File: config.mk
export PLATFORM = sky130hd
export DESIGN_NAME = ifetch_queue
export DESIGN_NICKNAME = d
export VERILOG_FILES = /design/src/rtl/ifetch_queue.sv
export SDC_FILE = /design/constraint.sdc
export NUM_CORES = 1
export LEC_CHECK = 0
export CAP_MARGIN = 20
export CORE_MARGIN = 8
export CORE_UTILIZATION = 65
export DETAILED_ROUTE_END_ITERATION = 7
export DONT_BUFFER_PORTS = 1
export GPL_ROUTABILITY_DRIVEN = 0
export PLACE_DENSITY = 0.89
export SLEW_MARGIN = 20
export SYNTH_ARGS = -nofsm -noshare
export SYNTH_HDL_FRONTEND = slang
export SYNTH_SLANG_ARGS = --single-unit
File: constraint.sdc
create_clock -name clk -period 7.4 [get_ports clk]
set_clock_uncertainty 0.05 [all_clocks]
set_input_delay 1.48 -clock clk [delete_from_list [all_inputs] [get_ports clk]]
set_output_delay 1.48 -clock clk [all_outputs]
set_load 0.01 [all_outputs]
File: src/rtl/ifetch_queue.sv
// Instruction prefetch queue: sequential word fetches over req/ack, buffered as {pc, instr, pc+4}.
// Optional macro IFQ_BYPASS_EN forwards an ack straight to deq_* when the queue is empty.
module ifetch_queue #(
  parameter int          DEPTH    = 4,
  parameter logic [31:0] RESET_PC = 32'h0000_0000
) (
  input  logic                     clk,
  input  logic                     reset,
  output logic                     imem_req,
  output logic [31:0]              imem_addr,
  input  logic                     imem_ack,
  input  logic [31:0]              imem_rdata,
  input  logic                     redirect,
  input  logic [31:0]              redirect_pc,
  output logic                     deq_valid,
  input  logic                     deq_ready,
  output logic [31:0]              deq_instr,
  output logic [31:0]              deq_pc,
  output logic [31:0]              deq_pcplus4,
  output logic [$clog2(DEPTH):0]   count,
  output logic [1:0]               dbgState
);

  localparam int AW = $clog2(DEPTH);
  localparam logic [AW:0] FULL = DEPTH[AW:0];

  typedef enum logic [1:0] {IDLE = 2'd0, REQ = 2'd1, DISCARD = 2'd2} state_t;

  state_t        state, stateNext;
  logic [31:0]   fetchPc, discardAddr, redirTarget;
  logic [AW-1:0] wrPtr, rdPtr;
  logic [AW:0]   cnt, cntNext;
  logic [31:0]   instrMem [DEPTH];
  logic [31:0]   pcMem    [DEPTH];
  logic [31:0]   pc4Mem   [DEPTH];
  logic [31:0]   lastInstr, lastPc, lastPc4;
  logic          accept, bypass, enq, deq;

  // Handshakes: imem transfer when imem_req & imem_ack; a queue entry is consumed when
  // deq_valid & deq_ready. Redirect overrides both in the cycle it is high.
  assign redirTarget = {redirect_pc[31:2], 2'b00};
  assign accept      = (state == REQ) & imem_ack & ~redirect;
`ifdef IFQ_BYPASS_EN
  assign bypass      = accept & (cnt == '0);
`else
  assign bypass      = 1'b0;
`endif
  assign enq         = accept & ~(bypass & deq_ready);
  assign deq         = (cnt != '0) & deq_ready & ~redirect;

  always_comb begin
    cntNext = cnt + {{AW{1'b0}}, enq} - {{AW{1'b0}}, deq};
    if (redirect) cntNext = '0;
  end

  // FSM: state register
  always_ff @(posedge clk or negedge reset) begin
    if (!reset) state <= IDLE;
    else        state <= stateNext;
  end

  // FSM: next state
  always_comb begin
    stateNext = state;
    if (redirect) begin
      case (state)
        REQ:     stateNext = imem_ack ? REQ : DISCARD;
        DISCARD: stateNext = DISCARD;
        default: stateNext = REQ;
      endcase
    end else begin
      case (state)
        IDLE:    stateNext = (cntNext < FULL) ? REQ : IDLE;
        REQ:     if (imem_ack) stateNext = (cntNext < FULL) ? REQ : IDLE;
        DISCARD: if (imem_ack) stateNext = REQ;
        default: stateNext = IDLE;
      endcase
    end
  end

  // FSM: outputs
  always_comb begin
    imem_req  = (state != IDLE);
    imem_addr = (state == DISCARD) ? discardAddr : fetchPc;
    dbgState  = state;
  end

  always_ff @(posedge clk or negedge reset) begin
    if (!reset) begin
      fetchPc     <= RESET_PC;
      discardAddr <= RESET_PC;
      wrPtr       <= '0;
      rdPtr       <= '0;
      cnt         <= '0;
      lastInstr   <= '0;
      lastPc      <= '0;
      lastPc4     <= '0;
    end else begin
      cnt <= cntNext;
      if (redirect) begin
        fetchPc <= redirTarget;
        wrPtr   <= '0;
        rdPtr   <= '0;
        // The abandoned request keeps its address until its ack is absorbed.
        if (state == REQ && !imem_ack) discardAddr <= fetchPc;
      end else begin
        if (accept) fetchPc <= fetchPc + 32'd4;
        if (enq)    wrPtr   <= wrPtr + 1'b1;
        if (deq)    rdPtr   <= rdPtr + 1'b1;
      end
      if (deq_valid) begin
        lastInstr <= deq_instr;
        lastPc    <= deq_pc;
        lastPc4   <= deq_pcplus4;
      end
    end
  end

  always_ff @(posedge clk) begin
    if (enq) begin
      instrMem[wrPtr] <= imem_rdata;
      pcMem[wrPtr]    <= fetchPc;
      pc4Mem[wrPtr]   <= fetchPc + 32'd4;
    end
  end

  // Head entry when occupied, otherwise the last presented entry is held.
  always_comb begin
    deq_valid   = (cnt != '0);
    deq_instr   = lastInstr;
    deq_pc      = lastPc;
    deq_pcplus4 = lastPc4;
    if (cnt != '0) begin
      deq_instr   = instrMem[rdPtr];
      deq_pc      = pcMem[rdPtr];
      deq_pcplus4 = pc4Mem[rdPtr];
    end else if (bypass) begin
      deq_valid   = 1'b1;
      deq_instr   = imem_rdata;
      deq_pc      = imem_addr;
      deq_pcplus4 = imem_addr + 32'd4;
    end
  end

  assign count = cnt;

endmodule
==> flow_summary_export.csv <==
group,metric,value,unit
outcome,status,"finished, final reports clean",
layout,fin_nets,1498,
global_routing,grt_antenna_before_repair,5,
cts,cts_buffer_depth,3,
cts,worstSkewPairLatency,0.56,ns
cts,clkSinkCount,533,
power_and_ir_drop,power_density,390,nW/um^2
logic_synthesis,ys_seq_elements,533,
setup_path,cp_max_fo,46,
place,dp_slack,3.20,ns
global_routing,grt_pass1_wl,73000,um
logic_synthesis,ys.flop_type,"edfxtp_1",
cts,ctsRootBufferMaster,"clkbuf_16",
power_and_ir_drop,p_leak,8.80,nW
cts,post_cts_resized,0,
detailed_routing,drc,0,
detailed_routing,vias,12000,
logic_synthesis,synth_cells,1436,
setup_path,worstPathArrival,3.17,ns
layout,areaGrowthSynthToFinish,9.74,%
timing,finalHoldViolations,0,
setup_path,crit_type,"flop to primary output",
timing,clock.fmax,0.213,GHz
power_and_ir_drop,p_sw_share,33.5,%
timing,rsz0062_at_grt,"false",
die,core_region_area,32500,sq um
detailed_routing,detail-route-antenna-nets,0,
setup_path,crit_path_end_kind,"primary output",
logic_synthesis,async_flop_share,31.0,%
cts,cts_buffers,53,
global_routing,grt_usage,24.6,%
die,row_count,66,
layout,fin_area,23500,sq um
global_routing,overflow,0,
die,die_w,198,um
detailed_routing,routedWlPerCell,25.1,um
logic_synthesis,synth_edf_count,368,
flow_run,max-cap-violations,0,
logic_synthesis,yosysMostFrequentCell,"nand2_1",
power_and_ir_drop,p_total,9.17,mW
setup_path,crit_family,"flip-flops",
place,placed_area,21800,sq um
detailed_routing,drt_wl_total,47900,um
timing,fin_setup_tns,0,ns
place,port_buffers,0,
global_routing,grt_max_degree,166,
logic_synthesis,syn_area,21400,sq um
cts,cts_setup_buffers,0,
place,hpwl,29000,um
detailed_routing,drt_iter0_markers,1083,
logic_synthesis,synth.yosys.seq_area_share,70.8,%
setup_path,critPathSlowestCell,"dfrtp_4",
logic_synthesis,avgSynthCellArea,14.9,sq um
layout,nFillCells,1949,
hold_path,hold_class,"flop to flop",
cts,holdBufCountCts,0,
logic_synthesis,ys_types,39,
layout,final_layout_size_suffix_gt1_share,16.2,%
power_and_ir_drop,internal_power,6.10,mW
setup_path,crit_path_frequent_cell,"nand2_1",
timing,tightest_slew,0.981,ns
die,die_h,198,um
timing,drv_slew,0,
global_routing,grt_pass1_vias,12500,
setup_path,slowest_delay,1.04,ns
power_and_ir_drop,clkPwrFrac,28.6,%
detailed_routing,firstDrtPassIters,5,
cts,cts_tree,"done",
timing,setup-violations-final,0,
power_and_ir_drop,comb_power_share,27.2,%
die,initial_core_util,65.9,%
timing,relSlewSlack,34.6,%
cts,htree_num_levels,2,
timing,setup_slack,2.70,ns
cts,clk_pin_slew,0.06,ns
logic_synthesis,yosys_warnings,0,
power_and_ir_drop,p_seq_share,44.1,%
detailed_routing,via_per_inst,6.26,
power_and_ir_drop,ir_worst_vdd,0.272,mV
power_and_ir_drop,p_switching,3.07,mW
logic_synthesis,ys_top_cells_by_count,"nand2_1, edfxtp_1, dfrtp_1",
timing,fin_crit,4.70,ns
setup_path,critPathRequiredTime,5.87,ns
timing,post-route-period-util,63.5,%
logic_synthesis,synth.area.top_cells,"edfxtp_1, dfrtp_1, mux4_2",
setup_path,start_kind,"flop",
die,ioPinCount,204,
logic_synthesis,synth_top_area_share,51.6,%
die,dieArea,39000,sq um
setup_path,cp_num_buf_inv,1,
logic_synthesis,synth_largest_area_cell,"edfxtp_1",
setup_path,worstPathCellList,"buf_4 > mux4_2 > nand2_1 > nand2_1",
power by group through the flow:
| stage | Combinational (mW) | Clock (mW) | Sequential (mW) |
|---|---|---|---|
| 3_3_place_gp | 2.43 | 0 | 4.06 |
| 4_1_cts | 2.55 | 2.66 | 4.05 |
| 3_5_place_dp | 2.53 | 0 | 4.10 |
| 2_1_floorplan | 1.99 | 0 | 3.94 |
| 5_1_grt | 2.75 | 2.76 | 4.10 |
| 6_report | 2.49 | 2.63 | 4.05 |
final timing paths:
check | cells past startpoint | slack [ns] | end | from
max in group asynchronous | 0 | 6.43 | lastPc4[9] | reset
hold / removal | 2 | 0.41 | lastPc[31] | lastPc[31]
min in group asynchronous | 0 | 0.57 | lastInstr[6] | reset
setup reg to reg | 5 | 3.91 | pcMem[0][14] | dbgState[1]
hold reg to reg | 2 | 0.41 | lastPc[31] | lastPc[31]
setup / recovery | 4 | 2.70 | deq_instr[22] | rdPtr[0]
cells in the final DEF (no fill, tap or decap), types with 2 or more instances in the layout:
cell type   netlist  final
and3_1            7      3
a31oi_1          19     19
nand3_1          12     12
bufinv_16         0      2
dfrtp_1         165    163
clkinv_2          0      2
mux4_2           92     92
conb_1            1      2
xor2_1           23     23
and2_1           11     11
clkbuf_1         63     28
clkinvlp_4        0      2
clkbuf_8          0      9
buf_4             4     11
diode_2           0      6
or4_1            11     11
nand2_1         410    410
nor3_1            7      6
clkbuf_16         0     56
and3_4            0      4
nor2_1           36     36
nor4_1            8      8
o31a_1            2      2
o31ai_1          14     14
dfrtp_4           0      2
or3_1             6      6
nor2b_1           3      3
mux2_2           50     50
edfxtp_1        368    368
and4_1            8      8
mux2i_1           2      2
nand4_1          13     13
inv_1            16     15
ha_1             10     10
o21ai_0          27     27
xnor2_1          20     20
registers in the layout (all words and copies together) (netlist names):
| register | count |
|---|---|
| fetchPc | 30 |
| wrPtr | 2 |
| lastInstr | 32 |
| instrMem | 128 |
| lastPc | 32 |
| dbgState | 2 |
| rdPtr | 2 |
| pc4Mem | 120 |
| pcMem | 120 |
| lastPc4 | 32 |
| count | 3 |
| discardAddr | 30 |
metal layers:
| metal | track usage, % | part of all wire [%] | up-vias |
|---|---|---|---|
| li1 | - | - | 5185 |
| met1 | 30.8 | 37 | 6055 |
| met2 | 41.0 | 50 | 613 |
| met3 | 6.75 | 10 | 117 |
| met4 | 9.43 | 3.2 | 0 |
| met5 | 0 | 0 | - |
metrics by stage:
step	hold slack [ns]	util [%]	std cells
3_3_place_gp	0.393	66.9	1804
4_1_cts	0.412	72.2	1905
5_1_grt	0.427	72.3	1908
3_5_place_dp	0.399	66.9	1805
2_1_floorplan	0.383	-	1437
6_report	0.407	72.3	1911
kinds of logic (layout without fill, tap and decap cells):
group | count (synthesis) | count (layout) | synth area share (%)
xor+xnor | 43 | 43 | 1.76
other cells | 1 | 8 | 0.0175
fa+ha+maj | 11 | 11 | 0.677
simple gates | 536 | 536 | 10.5
compound gates | 65 | 65 | 1.85
buf+inv | 103 | 129 | 1.94
mux | 144 | 144 | 12.4
flops | 533 | 533 | 70.8
layout make-up:
cell class | count | area, sq um | area share [%]
sequential | 533 | 15200 | 64.6
multi-input combinational | 801 | 5860 | 24.9
clock buffer | 93 | 1630 | 6.93
tap | 442 | 553 | 2.35
timing repair buffer | 13 | 109 | 0.463
clock inverter | 7 | 97.6 | 0.415
inverter | 16 | 61.3 | 0.261
antenna | 6 | 15.0 | 0.0638
tightest hold or removal path, cell delays in order, from the launching register on:
cell and delay, ns:
dfrtp_1 0.32, nand2_1 0.06, nand2_1 0.05
No activity file was read; power rests on OpenSTA's default activity.
